`src/rtl/gather_pkg.sv`:
```
// gather_pkg: shared state encoding and default widths for the gather output packer
package gather_pkg;
  localparam int DEF_OUT_WIDTH  = 32;
  localparam int DEF_LEN_WIDTH  = 16;
  localparam int DEF_FIFO_DEPTH = 16;
  typedef enum logic [1:0] {IDLE, PACK, DRAIN} pack_state_t;
endpackage

```
`src/rtl/sync_fifo.sv`:
```
// sync_fifo: ring-buffer FIFO whose head word is always presented from storage flops
module sync_fifo #(
  parameter int W     = 33,
  parameter int DEPTH = 16
) (
  input  logic         i_clk,
  input  logic         i_rst_n,
  input  logic         i_push,
  input  logic [W-1:0] i_data,
  input  logic         i_pop,
  output logic [W-1:0] o_data,
  output logic         o_full,
  output logic         o_empty
);
  localparam int AW = $clog2(DEPTH);
  logic [W-1:0]  mem [DEPTH];
  logic [AW-1:0] wptr, rptr;
  logic [AW:0]   cnt;
  logic          do_push, do_pop;
  assign do_pop  = i_pop & ~o_empty;
  // a full FIFO still takes a word when the head leaves in the same cycle
  assign do_push = i_push & (~o_full | do_pop);
  assign o_empty = cnt == '0;
  assign o_full  = cnt == (AW+1)'(DEPTH);
  assign o_data  = mem[rptr];
  always_ff @(posedge i_clk or negedge i_rst_n)
    if (!i_rst_n) begin
      for (int i = 0; i < DEPTH; i++) mem[i] <= '0;
      wptr <= '0;
      rptr <= '0;
      cnt  <= '0;
    end else begin
      if (do_push) begin
        mem[wptr] <= i_data;
        wptr      <= wptr + 1'b1;
      end
      if (do_pop) rptr <= rptr + 1'b1;
      cnt <= cnt + (AW+1)'(do_push) - (AW+1)'(do_pop);
    end
endmodule

```
`src/rtl/gather_out_packer.sv`:
```
// gather_out_packer: packs gathered bytes MSB-first into words, frames them and streams them out
module gather_out_packer import gather_pkg::*; #(
  parameter int OUT_WIDTH  = DEF_OUT_WIDTH,
  parameter int IN_WIDTH   = OUT_WIDTH / 4,
  parameter int FIFO_DEPTH = DEF_FIFO_DEPTH,
  parameter int LEN_WIDTH  = DEF_LEN_WIDTH
) (
  input  logic                 i_clk,
  input  logic                 i_rst_n,
  input  logic                 i_start,
  input  logic [LEN_WIDTH-1:0] i_frame_len,
  input  logic                 i_gather_valid,
  input  logic [IN_WIDTH-1:0]  i_gather_data,
  output logic [OUT_WIDTH-1:0] o_m_tdata,
  output logic                 o_m_tvalid,
  input  logic                 i_m_tready,
  output logic                 o_m_tlast,
  output logic                 o_busy,
  output logic                 o_done,
  output logic                 o_overflow
);
  localparam int LANES = OUT_WIDTH / IN_WIDTH;
  localparam int LW    = $clog2(LANES);
  pack_state_t                 state;
  logic [LW-1:0]               lane;
  logic [OUT_WIDTH-IN_WIDTH-1:0] acc;
  logic [LEN_WIDTH-1:0]        len_q, word_cnt;
  logic                        pend_v, pend_last;
  logic [OUT_WIDTH-1:0]        pend_data;
  logic                        fifo_full, fifo_empty, pop, push_ok;
  assign o_m_tvalid = ~fifo_empty;
  assign pop        = o_m_tvalid & i_m_tready;
  assign push_ok    = ~fifo_full | pop;
  sync_fifo #(.W(OUT_WIDTH + 1), .DEPTH(FIFO_DEPTH)) u_fifo (
    .i_clk   (i_clk),
    .i_rst_n (i_rst_n),
    .i_push  (pend_v),
    .i_data  ({pend_last, pend_data}),
    .i_pop   (pop),
    .o_data  ({o_m_tlast, o_m_tdata}),
    .o_full  (fifo_full),
    .o_empty (fifo_empty)
  );
  always_ff @(posedge i_clk or negedge i_rst_n)
    if (!i_rst_n) begin
      state      <= IDLE;
      lane       <= '0;
      acc        <= '0;
      len_q      <= '0;
      word_cnt   <= '0;
      pend_v     <= 1'b0;
      pend_last  <= 1'b0;
      pend_data  <= '0;
      o_busy     <= 1'b0;
      o_done     <= 1'b0;
      o_overflow <= 1'b0;
    end else begin
      o_done <= 1'b0;
      pend_v <= 1'b0;
      // a refused word is lost and does not advance the frame position
      if (pend_v && push_ok) begin
        word_cnt <= pend_last ? '0 : word_cnt + 1'b1;
        if (pend_last) state <= DRAIN;
      end
      if (pend_v && !push_ok) o_overflow <= 1'b1;
      case (state)
        IDLE: if (i_start) begin
          o_overflow <= 1'b0;
          if (i_frame_len == '0) o_done <= 1'b1;
          else begin
            state    <= PACK;
            len_q    <= i_frame_len;
            lane     <= '0;
            word_cnt <= '0;
            o_busy   <= 1'b1;
          end
        end
        PACK: if (i_gather_valid) begin
          lane <= lane + 1'b1;
          if (lane == LW'(LANES - 1)) begin
            pend_v    <= 1'b1;
            pend_data <= {acc, i_gather_data};
            pend_last <= word_cnt == len_q - 1'b1;
          end else acc[(LANES - 2 - int'(lane)) * IN_WIDTH +: IN_WIDTH] <= i_gather_data;
        end
        DRAIN: if (pop && o_m_tlast) begin
          state  <= IDLE;
          o_done <= 1'b1;
          o_busy <= 1'b0;
        end
        default: state <= IDLE;
      endcase
    end
endmodule

```
`config.mk`:
```
export PLATFORM = sky130hd
export DESIGN_NAME = gather_out_packer
export DESIGN_NICKNAME = d
export VERILOG_FILES = /design/src/rtl/gather_pkg.sv /design/src/rtl/sync_fifo.sv /design/src/rtl/gather_out_packer.sv
export SDC_FILE = /design/constraint.sdc
export NUM_CORES = 1
export LEC_CHECK = 0
export CAP_MARGIN = 15
export CORE_ASPECT_RATIO = 0.7
export CORE_UTILIZATION = 42
export DETAILED_ROUTE_END_ITERATION = 7
export SKIP_CTS_REPAIR_TIMING = 1
export SLEW_MARGIN = 5
export SYNTH_ARGS = -nofsm -noshare
export SYNTH_HDL_FRONTEND = slang
export SYNTH_SLANG_ARGS = --single-unit
```
`constraint.sdc`:
```
create_clock -name i_clk -period 3.7 [get_ports i_clk]
set_clock_uncertainty 0.1 [all_clocks]
set_input_delay 0.74 -clock i_clk [delete_from_list [all_inputs] [get_ports i_clk]]
set_output_delay 0.74 -clock i_clk [all_outputs]
set_load 0.02 [all_outputs]
```
==> results.ini <==
[status]
status=finished, violations left
violations=negative setup slack

[global_route]
grt_pass1_wl_um=109500
grt-ovfl-total=0
grt_max_degree=95
grt_pass1_vias=17220
track_usage_pct=21.03
grt_antenna_before_repair=3

[die]
coreArea_um2=66920
die_h_um=220.6
fp.dieW_um=314.3
die_area_um2=69320
io_pins=66
start_util_pct=42.84
rows=79

[clock_network]
cts_buffer_depth=3
cts_tree=done
clk_pin_slew_worst_paths_ns=0.07
cts.sinks=638
clkLatencyLatePin_ns=0.64
root_buffer=clkbuf_16
htreeDepth=2
cts_buffers=61

[timing]
slew_headroom_pct=47.47
holdWs_ns=0.3702
fin_ws_ns=-0.04641
setup_viol=9
period_needed_ns=3.746
slew_viol_final=0
rsz0062_at_grt=true
clock.fmax_ghz=0.2669
finalHoldViolations=0
worstMarginPinSlew_ns=0.7862
finalCritPeriodShare_pct=101.3

[cells_and_area]
syn_to_final_growth_pct=15.89
fin_util_pct=49.64
finalNetCount=1993
final_cell_area_um2=33220
drive_gt1_share_pct=47.24
fin_cells=2889
multi_input_area_um2=12060
regArea_um2=15980
nFillCells=5614

[hold_path]
worst_hold_path_type=flop to flop
whs_endpoint=pend_data[22]
min_from=acc[14]
min_path_cells=2

[power_and_ir_drop]
swShare_pct=26.61
worst_ir_drop_vdd_mv=0.3780
comb_power_share_pct=17.8
pwr_density_cell_nw_per_um2=496.1
power_frac_clock_pct=38.8
power_frac_seq_pct=43.4
p_leak_nw=16.47
power_switching_w=0.004385
power.internal_w=0.01209

[worst_setup_path]
critPathMaxFanout=6
critPathKind=flop to primary output
end_kind=primary output
reg2regPathDepth=13
r2r_setup_slack_ns=0.40
rr_startpoint=u_fifo.cnt[3]
cp-start-kind=flop
rr_endpoint=u_fifo.cnt[4]
crit_required_ns=2.86
cp_data_arrival_time_ns=2.91

[logic_synthesis]
yosys-mux-area-fraction_pct=34.41
avgSynthCellArea_um2=15.32
synth_edf_count=0
synth_xor_area_share_pct=1.467
yosys_warnings=0
synthAdderAreaFrac_pct=0.8555
syn_nets=1919
synth_top_family_by_area=multiplexers
synth.distinct_cells=53
ys_async_sr_fraction_pct=100.0
synth-compound-area-share_pct=1.484
syn_area_um2=28660
synth-seq-cells=638
netlist_instances=1871
synthFlopType=dfrtp_1
seq_area_frac_synth_pct=55.70
synthSimpleGateAreaFrac_pct=3.745

[flow_run]
maxCapViolations=0

[drt]
ant_nets=0
first_pass_iters=5
first_iter_violations=1214
num_vias=16370
vias_per_cell=5.665
avgRoutedWirePerCell_um=24.83
wirelength_um=71720
drc=0

[place]
post-place-ws_ns=0.2770
placed_cell_area_um2=30900
numPortBuffers=65
gp_congestion=0.8014
place_inst=2757
dp_hpwl_um=42730

## sequential cells by signal (all words and copies together) (netlist names), 4 cells and up
name / flops
word_cnt: 16
acc: 24
u_fifo.wptr: 4
len_q: 16
pend_data: 32
u_fifo.cnt: 5
u_fifo.rptr: 4
u_fifo.mem: 528
## logic make-up (layout without fill, tap and decap cells)
family	Yosys count	after routing
flops	638	638
fa+ha+maj	19	19
simple gates	240	240
xor+xnor	48	48
mux	711	711
other cells	0	2
buf+inv	158	283
compound gates	57	57
## area by class of cell
class | instances | share of cell area (%)
sequential | 638 | 48.10
inverter | 19 | 0.2147
clock inverter | 20 | 0.5951
tap | 891 | 3.356
timing repair buffer | 150 | 5.868
multi-input combinational | 1075 | 36.31
antenna | 2 | 0.01507
clock buffer | 94 | 5.544
## worst max path at each step
stage	start	end	slack, ns
2_1_floorplan	u_fifo.rptr[0]	o_m_tdata[0]	0.58
3_3_place_gp	i_m_tready	u_fifo.mem[221]	0.23
3_5_place_dp	i_m_tready	u_fifo.mem[221]	0.28
4_1_cts	u_fifo.rptr[0]	o_m_tdata[9]	-0.40
5_1_grt	u_fifo.rptr[0]	o_m_tlast	-0.13
6_report	u_fifo.rptr[0]	o_m_tdata[19]	-0.05
## synthesized netlist by cell type (3+ instances only)
master	instances	area (um2)
dfrtp_1	638	15970
mux2_2	546	6148
mux4_2	165	3716
nand2_1	144	540.5
clkbuf_1	71	266.5
buf_2	62	310.3
nor2_1	34	127.6
xnor2_1	29	254.0
xor2_1	19	166.4
ha_1	18	225.2
inv_1	18	67.56
a22o_1	16	140.1
nand3_1	13	65.06
o21ai_0	13	65.06
nand4_1	11	68.82
a21oi_1	7	35.03
nor3_1	7	35.03
buf_1	6	22.52
nor4_1	6	37.54
and3_1	3	18.77
nor3b_1	3	22.52
## metal layers
| metal | GRT usage (%) | wire length, um | vias up |
|---|---|---|---|
| met5 | 0.2066 | 13 | - |
| met4 | 5.415 | 1517 | 2 |
| met3 | 3.177 | 2814 | 105 |
| li1 | - | - | 7025 |
| met2 | 32.47 | 32800 | 288 |
| met1 | 31.13 | 34570 | 8946 |
## power by group through the flow
stage	logic [W]	registers [W]	clock network, W
floorplan	0.00164	0.00719	0
global placement	0.00253	0.00728	0
detailed placement	0.00255	0.00728	0
CTS	0.00255	0.00715	0.00656
global route	0.00314	0.00716	0.00684
finish	0.00293	0.00715	0.00640
## layout by cell type, fill, tap and decap left out, types with 19 or more instances in the layout
master           instances
nor2_1                  34
buf_4                   32
xor2_1                  19
xnor2_1                 29
dfrtp_1                634
clkdlybuf4s50_1         31
buf_12                  37
mux2_2                 546
clkbuf_16               68
mux4_2                 165
nand2_1                131
## worst max-delay path: stages (launching register included)
cell and delay (ns):
dfrtp_4 0.51, buf_4 0.17, buf_8 0.14, buf_8 0.13
clkbuf_16 0.16, mux4_2 0.40, mux4_2 0.55, clkbuf_2 0.19
## through the flow
step | setup TNS, ns | total power, W
6_report | -0.2664 | 0.01648
5_1_grt | -1.306 | 0.01714
2_1_floorplan | 0 | 0.008828
3_5_place_dp | 0 | 0.009836
4_1_cts | -10.44 | 0.01626
3_3_place_gp | 0 | 0.009808
Note: power is estimated with default switching activity, not from simulation.
